==> config.mk <==
export PLATFORM = sky130hd
export DESIGN_NAME = p4_stub_pipeline
export DESIGN_NICKNAME = d
export VERILOG_FILES = /design/src/rtl/p4_stub_pkg.sv /design/src/rtl/p4_stub_stage.sv /design/src/rtl/p4_stub_pipeline.sv
export SDC_FILE = /design/constraint.sdc
export NUM_CORES = 2
export LEC_CHECK = 0
export ABC_AREA = 1
export CAP_MARGIN = 20
export CORE_AREA = 2 2 526 528
export DETAILED_ROUTE_END_ITERATION = 12
export DIE_AREA = 0 0 528 530
export SLEW_MARGIN = 15
export SYNTH_ARGS = -nofsm -noshare
export SYNTH_HDL_FRONTEND = slang
export SYNTH_SLANG_ARGS = --single-unit
==> constraint.sdc <==
create_clock -name aclk -period 40.9 [get_ports aclk]
set_input_delay 4.09 -clock aclk [delete_from_list [all_inputs] [get_ports aclk]]
set_output_delay 4.09 -clock aclk [all_outputs]
set_load 0.01 [all_outputs]
==> src/rtl/p4_stub_pkg.sv <==
// Shared types and default constants for the P4 stub match-action pipeline.
// stage_t describes one pipeline beat at the default widths.
package p4_stub_pkg;

  localparam int P4_DATA_W   = 512;
  localparam int P4_META_W   = 48;
  localparam int P4_LATENCY  = 4;
  localparam int P4_DROP_BIT = 0;
  localparam int P4_CNT_W    = 32;

  typedef struct packed {
    logic [P4_DATA_W-1:0]   data;
    logic [P4_DATA_W/8-1:0] keep;
    logic                   last;
    logic [P4_META_W-1:0]   meta;
  } stage_t;

endpackage

==> src/rtl/p4_stub_stage.sv <==
// One elastic pipeline register stage: it loads when empty or when the next
// stage accepts in the same cycle, otherwise it holds its beat.
module p4_stub_stage
  import p4_stub_pkg::*;
#(
  parameter type T = stage_t
) (
  input  logic clk_i,
  input  logic rst_i,
  input  logic valid_i,
  input  T     data_i,
  input  logic ready_i,
  output logic valid_o,
  output T     data_o
);

  logic valid_q, valid_d;
  T     data_q, data_d;
  logic load;

  assign load = !valid_q || ready_i;

  always_comb begin
    valid_d = valid_q;
    data_d  = data_q;
    if (load) begin
      valid_d = valid_i;
      if (valid_i) data_d = data_i;
    end
  end

  always_ff @(posedge clk_i) begin
    if (rst_i) valid_q <= 1'b0;
    else       valid_q <= valid_d;
  end

  // Payload needs no reset; it is always qualified by valid_q.
  always_ff @(posedge clk_i) data_q <= data_d;

  assign valid_o = valid_q;
  assign data_o  = data_q;

endmodule

==> src/rtl/p4_stub_pipeline.sv <==
// AXI-stream stub pipeline: per-packet metadata capture, optional drop on a
// metadata bit, a LATENCY-deep elastic register pipe and saturating counters.
module p4_stub_pipeline
  import p4_stub_pkg::*;
#(
  parameter int DATA_W   = P4_DATA_W,
  parameter int META_W   = P4_META_W,
  parameter int LATENCY  = P4_LATENCY,
  parameter int DROP_BIT = P4_DROP_BIT,
  parameter int CNT_W    = P4_CNT_W
) (
  input  logic                aclk,
  input  logic                areset,
  input  logic [DATA_W-1:0]   s_axis_tdata,
  input  logic [DATA_W/8-1:0] s_axis_tkeep,
  input  logic                s_axis_tlast,
  input  logic                s_axis_tvalid,
  output logic                s_axis_tready,
  input  logic [META_W-1:0]   user_metadata_in,
  output logic [DATA_W-1:0]   m_axis_tdata,
  output logic [DATA_W/8-1:0] m_axis_tkeep,
  output logic                m_axis_tlast,
  output logic                m_axis_tvalid,
  input  logic                m_axis_tready,
  output logic [META_W-1:0]   user_metadata_out,
  output logic                user_metadata_out_valid,
  input  logic                drop_en,
  input  logic                cnt_clear,
  output logic [CNT_W-1:0]    pkt_in_cnt,
  output logic [CNT_W-1:0]    pkt_drop_cnt,
  output logic [CNT_W-1:0]    pkt_out_cnt
);

  typedef struct packed {
    logic [DATA_W-1:0]   data;
    logic [DATA_W/8-1:0] keep;
    logic                last;
    logic [META_W-1:0]   meta;
  } beat_t;

  logic              first_q, first_d;
  logic [META_W-1:0] pkt_meta_q, pkt_meta_d;
  logic              pkt_drop_q, pkt_drop_d;
  logic [META_W-1:0] meta_out_q, meta_out_d;
  logic [CNT_W-1:0]  in_cnt_q, in_cnt_d, drop_cnt_q, drop_cnt_d, out_cnt_q, out_cnt_d;

  logic [LATENCY:0]  vchain;
  logic [LATENCY:0]  rdy;
  beat_t             dchain [LATENCY+1];

  logic              cur_drop;
  logic [META_W-1:0] cur_meta;
  logic              in_hs, out_hs;

  // The first beat decides metadata and drop on the fly; later beats reuse the latched copy.
  assign cur_meta = first_q ? user_metadata_in : pkt_meta_q;
  assign cur_drop = first_q ? (drop_en && user_metadata_in[DROP_BIT]) : pkt_drop_q;

  assign s_axis_tready = !areset && (cur_drop || rdy[0]);
  assign in_hs         = s_axis_tvalid && s_axis_tready;

  assign vchain[0] = s_axis_tvalid && !cur_drop && !areset;
  assign dchain[0] = '{data: s_axis_tdata, keep: s_axis_tkeep, last: s_axis_tlast, meta: cur_meta};

  always_comb begin
    logic acc;
    acc          = m_axis_tready && !areset;
    rdy[LATENCY] = acc;
    for (int i = LATENCY - 1; i >= 0; i--) begin
      acc    = !vchain[i+1] || acc;
      rdy[i] = acc;
    end
  end

  for (genvar i = 0; i < LATENCY; i++) begin : g_stage
    p4_stub_stage #(.T(beat_t)) u_stage (
      .clk_i   (aclk),
      .rst_i   (areset),
      .valid_i (vchain[i]),
      .data_i  (dchain[i]),
      .ready_i (rdy[i+1]),
      .valid_o (vchain[i+1]),
      .data_o  (dchain[i+1])
    );
  end

  assign m_axis_tvalid           = vchain[LATENCY] && !areset;
  assign m_axis_tdata            = dchain[LATENCY].data;
  assign m_axis_tkeep            = dchain[LATENCY].keep;
  assign m_axis_tlast            = dchain[LATENCY].last;
  assign out_hs                  = m_axis_tvalid && m_axis_tready;
  assign user_metadata_out_valid = out_hs && m_axis_tlast;
  assign user_metadata_out       = user_metadata_out_valid ? dchain[LATENCY].meta : meta_out_q;

  function automatic logic [CNT_W-1:0] cnt_next(input logic [CNT_W-1:0] cnt, input logic inc,
                                                 input logic clr);
    if (clr)              return '0;
    else if (inc && !(&cnt)) return cnt + CNT_W'(1);
    else                  return cnt;
  endfunction

  always_comb begin
    first_d    = first_q;
    pkt_meta_d = pkt_meta_q;
    pkt_drop_d = pkt_drop_q;
    meta_out_d = meta_out_q;
    if (in_hs) begin
      first_d = s_axis_tlast;
      if (first_q) begin
        pkt_meta_d = user_metadata_in;
        pkt_drop_d = cur_drop;
      end
    end
    if (user_metadata_out_valid) meta_out_d = dchain[LATENCY].meta;
    in_cnt_d   = cnt_next(in_cnt_q, in_hs && s_axis_tlast, cnt_clear);
    drop_cnt_d = cnt_next(drop_cnt_q, in_hs && s_axis_tlast && cur_drop, cnt_clear);
    out_cnt_d  = cnt_next(out_cnt_q, out_hs && m_axis_tlast, cnt_clear);
  end

  always_ff @(posedge aclk) begin
    if (areset) begin
      first_q    <= 1'b1;
      pkt_meta_q <= '0;
      pkt_drop_q <= 1'b0;
      meta_out_q <= '0;
      in_cnt_q   <= '0;
      drop_cnt_q <= '0;
      out_cnt_q  <= '0;
    end else begin
      first_q    <= first_d;
      pkt_meta_q <= pkt_meta_d;
      pkt_drop_q <= pkt_drop_d;
      meta_out_q <= meta_out_d;
      in_cnt_q   <= in_cnt_d;
      drop_cnt_q <= drop_cnt_d;
      out_cnt_q  <= out_cnt_d;
    end
  end

  assign pkt_in_cnt   = in_cnt_q;
  assign pkt_drop_cnt = drop_cnt_q;
  assign pkt_out_cnt  = out_cnt_q;

endmodule
======== After elaboration in Yosys (flattened, before gate mapping) ========
Cells that the tools add are included.
storage, ports and cells
  input bits .............................. 631
  output and inout bits ................... 724
  logic and storage cells ................. 70
  register bits after elaboration ......... 2698
cells by class
  multiplexer cells ....................... 3
  reduce and logical (&&, ||, !) cells .... 37
  add/subtract/negate cells ............... 3
operators with widths
  kind                                                             count
  32-bit by 1-bit adder with 32-bit output, second input constant  3
  48-bit 2-to-1 mux                                                2
  32-bit AND reduction                                             3
  1-bit logical AND                                                14
  2-bit AND reduction                                              5
  1-bit logical NOT                                                9
  1-bit logical OR                                                 5
  2-bit OR reduction                                               1
  1-bit 2-to-1 mux                                                 1

======== Depth between registers and ports, before layout ========
  depth in word-level cells ............... 12
  mapped depth ............................ 12
  gate-level depth less buffers ........... 12

======== Modules after synthesis ========
A second synthesis with hierarchy kept.
second synthesis, totals
  cell total of the unflattened synthesis .. 4155
  area total of the unflattened synthesis .. 85670.9 um^2
by module, submodules not included
  module            area an instance (um^2)  sequential area each (um^2)  cells an instance  instances
  p4_stub_stage     18815.5                  18788.0                      631                4
  p4_stub_pipeline  10408.7                  3883.7                       1631               1

======== Least setup slack after synthesis ========
OpenSTA, ideal clock, no wires.
  path type ............................... input -> register
  from .................................... input port areset
  to ...................................... register g_stage[0].u_stage.data_q, in the netlist g_stage[0].u_stage.data_o[0] (enable)
  slack ................................... 8.674 ns
  required time ........................... 39.262 ns
  buffers on the path ..................... 1
  stages .................................. 8
  data arrival time ....................... 30.589 ns
  library setup time ...................... 1.638 ns
  path through ............................ buf_6 -> inv_4 -> nand2_1 -> nand3_2 -> nor2_2 -> inv_1 -> nor2_1 -> nor2_1
on the way
  word-level cells in the longest chain between the ends .. 7
  elaborated cells on any way between the ends .. 8
  classes of those cells .................. 8 x reduce/logical
RTL lines
  item                               RTL line                                        source
  start, declared                    p4_stub_pipeline.sv:13                          input logic areset,
  1-bit logical NOT (*)              p4_stub_pipeline.sv:62, p4_stub_pipeline.sv:67
  1-bit logical AND                  p4_stub_pipeline.sv:67                          acc = m_axis_tready && !areset;
  1-bit logical OR (3 in a row)      p4_stub_pipeline.sv:70                          acc = !vchain[i+1] || acc;
  1-bit logical OR                   p4_stub_stage.sv:21                             assign load = !valid_q || ready_i;
  2-bit AND reduction (no line) (*)  --
  end signal, assigned               p4_stub_stage.sv:38                             always_ff @(posedge clk_i) data_q <= data_d;
  end, declared                      p4_stub_stage.sv:18                             T data_q, data_d;
Every way passes the cells marked *; elsewhere a longest branch is shown, timed or not.
A chain may end at the register's enable or synchronous reset.

======== Worst setup path in the final report ========
  from .................................... input port areset
  to ...................................... output port s_axis_tready
on the way
  word-level cells in the longest chain between the ends .. 8
RTL lines
  item                           RTL line                                        source
  1-bit logical NOT (*)          p4_stub_pipeline.sv:59, p4_stub_pipeline.sv:67
  1-bit logical AND              p4_stub_pipeline.sv:67
  1-bit logical OR (4 in a row)  p4_stub_pipeline.sv:70
  1-bit logical OR               p4_stub_pipeline.sv:59                          assign s_axis_tready = !areset && (cur_drop || rdy[0]);
  1-bit logical AND (*)          p4_stub_pipeline.sv:59
  end, declared                  p4_stub_pipeline.sv:18                          output logic s_axis_tready,
Marked as above.

==> reports/summary.json <==
{
  "timing": {
    "report.final.slew_viol_count": 0,
    "setup-tns-final_ns": 0,
    "final.period_utilization": 0.262,
    "final_hold_violation_count": 0,
    "layout_min_cycle_time_ns": 10.73,
    "report.final.setup_viol": 0,
    "finClkSkew_ns": 0.0473,
    "post-route-worst-setup-slack_ns": 30.17,
    "fmax_ghz": 0.0932,
    "slew_headroom": 0.114,
    "max_slew.worst_pin.slew_ns": 1.33,
    "rsz0062_at_grt": "false"
  },
  "grt": {
    "first_pass_grt_wire_length_um": 303000,
    "gr-total-overflow": 0,
    "via_count_of_the_first_global_routing_pass": 41000,
    "largest_net_degree_at_the_start_of_global_routing": 161,
    "number_of_antenna_violations_at_the_first_check_in_global_routing": 101,
    "gr-usage-all-layers": 0.151
  },
  "clocking": {
    "cts_setup_buffers": 0,
    "clk-insertion-delay-late_ns": 0.86,
    "cts_num_sinks": 2698,
    "clock_tree.root_cell": "sky130_fd_sc_hd__clkbuf_16",
    "max-clock-path-buffers": 4,
    "ctsHtreeMaxLevel": 5,
    "post_cts_hold_buffer_count": 0,
    "ctsResizeCount": 0,
    "clock_pin_slew_of_the_registers_on_the_worst_case_setup_and_hold_paths_ns": 0.06,
    "cts_inserted_buffers": 283,
    "tritoncts": "done"
  },
  "logic_synthesis": {
    "synthFlopType": "sky130_fd_sc_hd__edfxtp_1",
    "post-synth-top-area-cell": "sky130_fd_sc_hd__edfxtp_1",
    "postSynthRegisterBits": 2698,
    "mappedNetlistArea_mm2": 0.0899,
    "synth-async-reset-ratio": 0,
    "seq_area_frac_synth": 0.879,
    "synthesis.nets": 5377,
    "synth_top_area_share": 0.835,
    "number_of_enable_type_register_cells_in_the_synthesized_netlist": 2500,
    "cell_count_after_synthesis": 4743,
    "post_synth.cell_area_avg_um2": 19.0,
    "ys.warnings.count": 0,
    "ys_top_cells_by_area": "sky130_fd_sc_hd__edfxtp_1 83%, sky130_fd_sc_hd__buf_4 4.8%, sky130_fd_sc_hd__dfxtp_1 4.4%, sky130_fd_sc_hd__nand2_1 2.5%, sky130_fd_sc_hd__nor2_1 1.0%",
    "yosysUniqueCellTypes": 43
  },
  "placement": {
    "gpl.final_weighted_congestion": 0.889,
    "hpwl_um": 158000,
    "numPlacedInstances": 9102,
    "place.port_buffers": 1354,
    "placement.setup.worst_slack_ns": 29.97
  },
  "critical_path": {
    "worst-setup-path-type": "in -> out",
    "critical-path-slowest-cell": "sky130_fd_sc_hd__clkdlybuf4s50_1",
    "worstSetupStartpointType": "primary input",
    "crit_chain": "buf_2, buf_4, inv_4, nand2_1, nand3_2, nor2_2, inv_1, nor2_1, a21oi_1, clkdlybuf4s50_1",
    "crit_arrival_ns": 6.64,
    "crit_path_max_fanout": 53,
    "end_kind": "output port",
    "cp_slowest_stage_delay_ns": 0.51,
    "required_ns": 36.81
  },
  "flow_run": {
    "max_cap_viol_count": 0
  },
  "worst_hold_path": {
    "holdCritPathClass": "reg -> reg"
  },
  "drt": {
    "drt_drc_violations_left": 0,
    "drt_iter0_markers": 3105,
    "first_pass_iters": 5,
    "num_vias": 41500,
    "drt.antenna.violating_nets": 0,
    "detailed_route_wl_um": 220000,
    "vias_per_cell": 4.31,
    "routedWlPerCell_um": 22.8
  },
  "finish": {
    "flow.area_growth_from_synthesis_pct": 25.3,
    "fin_cells": 9630,
    "leading_cell_type_in_the_layout_fill_and_taps_excluded": "sky130_fd_sc_hd__edfxtp_1",
    "final_layout_size_suffix_gt1_frac": 0.0868,
    "finish.utilization": 0.410,
    "final_nets": 6415,
    "mostFrequentLayoutCells": "2500 x sky130_fd_sc_hd__edfxtp_1, 1353 x sky130_fd_sc_hd__clkdlybuf4s50_1, 600 x sky130_fd_sc_hd__nand2_1"
  },
  "power": {
    "power_density_mw_per_mm2": 51.1,
    "ir_worst_vdd_uv": 37.6,
    "p_leak_nw": 37.2
  },
  "floorplan": {
    "io_pins": 1355,
    "fp.dieW_um": 528,
    "die_h_um": 530,
    "core.rowCount": 193,
    "die_area_mm2": 0.280,
    "initial_core_util": 0.327,
    "coreArea_mm2": 0.275
  },
  "status": {
    "status": "finished, final reports clean"
  }
}
[metrics by stage]
step / power [mW] / hold WS, ns / area [um2]
detailed placement: 3.36 / 0.405 / 104000
floorplan: 3.31 / 0.400 / 89900
global placement: 3.35 / 0.400 / 104000
CTS: 5.83 / 0.391 / 113000
global route: 5.95 / 0.404 / 113000
finish: 5.75 / 0.394 / 113000
[worst max-delay path, delay by kind of cell]
kind | cells | cell delay, ns
AO/OA/AOI/OAI | 1 | 0.16
buffers and inverters | 5 | 1.70
AND/OR/NAND/NOR | 4 | 0.67
[power breakdown]
part	switching [mW]	total (mW)	leakage, nW	internal (mW)
registers	0.0259	3.13	24.6	3.11
logic	0.0895	0.163	8.32	0.0740
clock network	1.04	2.46	4.32	1.42
[state kept, by name (all words and copies together) (netlist names)]
name / count
g_stage.u_stage.data_o: 2500
meta_out_q: 48
pkt_meta_q: 48
pkt_drop_cnt: 32
pkt_in_cnt: 32
pkt_out_cnt: 32
g_stage.u_stage.valid_o: 4
first_q: 1
pkt_drop_q: 1
[logic make-up after synthesis]
family	synth area share
compound gates	0.00978
flops	0.879
xor+xnor	0.00399
fa+ha+maj	0.000417
simple gates	0.0497
buf+inv	0.0573
[routing by layer]
layer,GRT usage,share of wire,wire length (um)
met1,0.189,0.40,87200
met2,0.229,0.45,98700
met3,0.0753,0.12,27100
met4,0.0473,0.029,6300
met5,0,0.0031,671
[worst paths after layout]
check	from	endpoint	slack, ns	depth (start not counted)
worst max-delay path	areset	s_axis_tready	30.17	10
worst min-delay path	g_stage[0].u_stage.data_o[452]	g_stage[1].u_stage.data_o[452]	0.39	0
worst max register to register	first_q	g_stage[0].u_stage.data_o[392]	34.92	10
worst min register to register	g_stage[0].u_stage.data_o[452]	g_stage[1].u_stage.data_o[452]	0.39	0
[cell usage after synthesis (10+ instances only)]
master,n
sky130_fd_sc_hd__o21ai_1,13
sky130_fd_sc_hd__nor3_1,16
sky130_fd_sc_hd__nand2_1,600
sky130_fd_sc_hd__buf_2,13
sky130_fd_sc_hd__xnor2_1,11
sky130_fd_sc_hd__nand3_1,100
sky130_fd_sc_hd__nand3b_1,17
sky130_fd_sc_hd__edfxtp_1,2500
sky130_fd_sc_hd__or2_2,48
sky130_fd_sc_hd__o21ai_0,65
sky130_fd_sc_hd__buf_4,580
sky130_fd_sc_hd__dfxtp_1,198
sky130_fd_sc_hd__nand4_1,10
sky130_fd_sc_hd__a21oi_1,81
sky130_fd_sc_hd__xor2_1,30
sky130_fd_sc_hd__inv_1,112
sky130_fd_sc_hd__nor2_1,241
sky130_fd_sc_hd__clkbuf_1,42
[layout make-up]
type                    count  area, um2
inverters                 123        480
repair buffers           1400      13900
diodes                     20       50.0
flip-flops and latches   2698      79000
clock inverters           147       1410
fillers                 24200     162000
multi-input cells        1275       5770
well taps                3607       4510
clock buffers             360       7460
No activity file was read; power rests on OpenSTA's default activity.
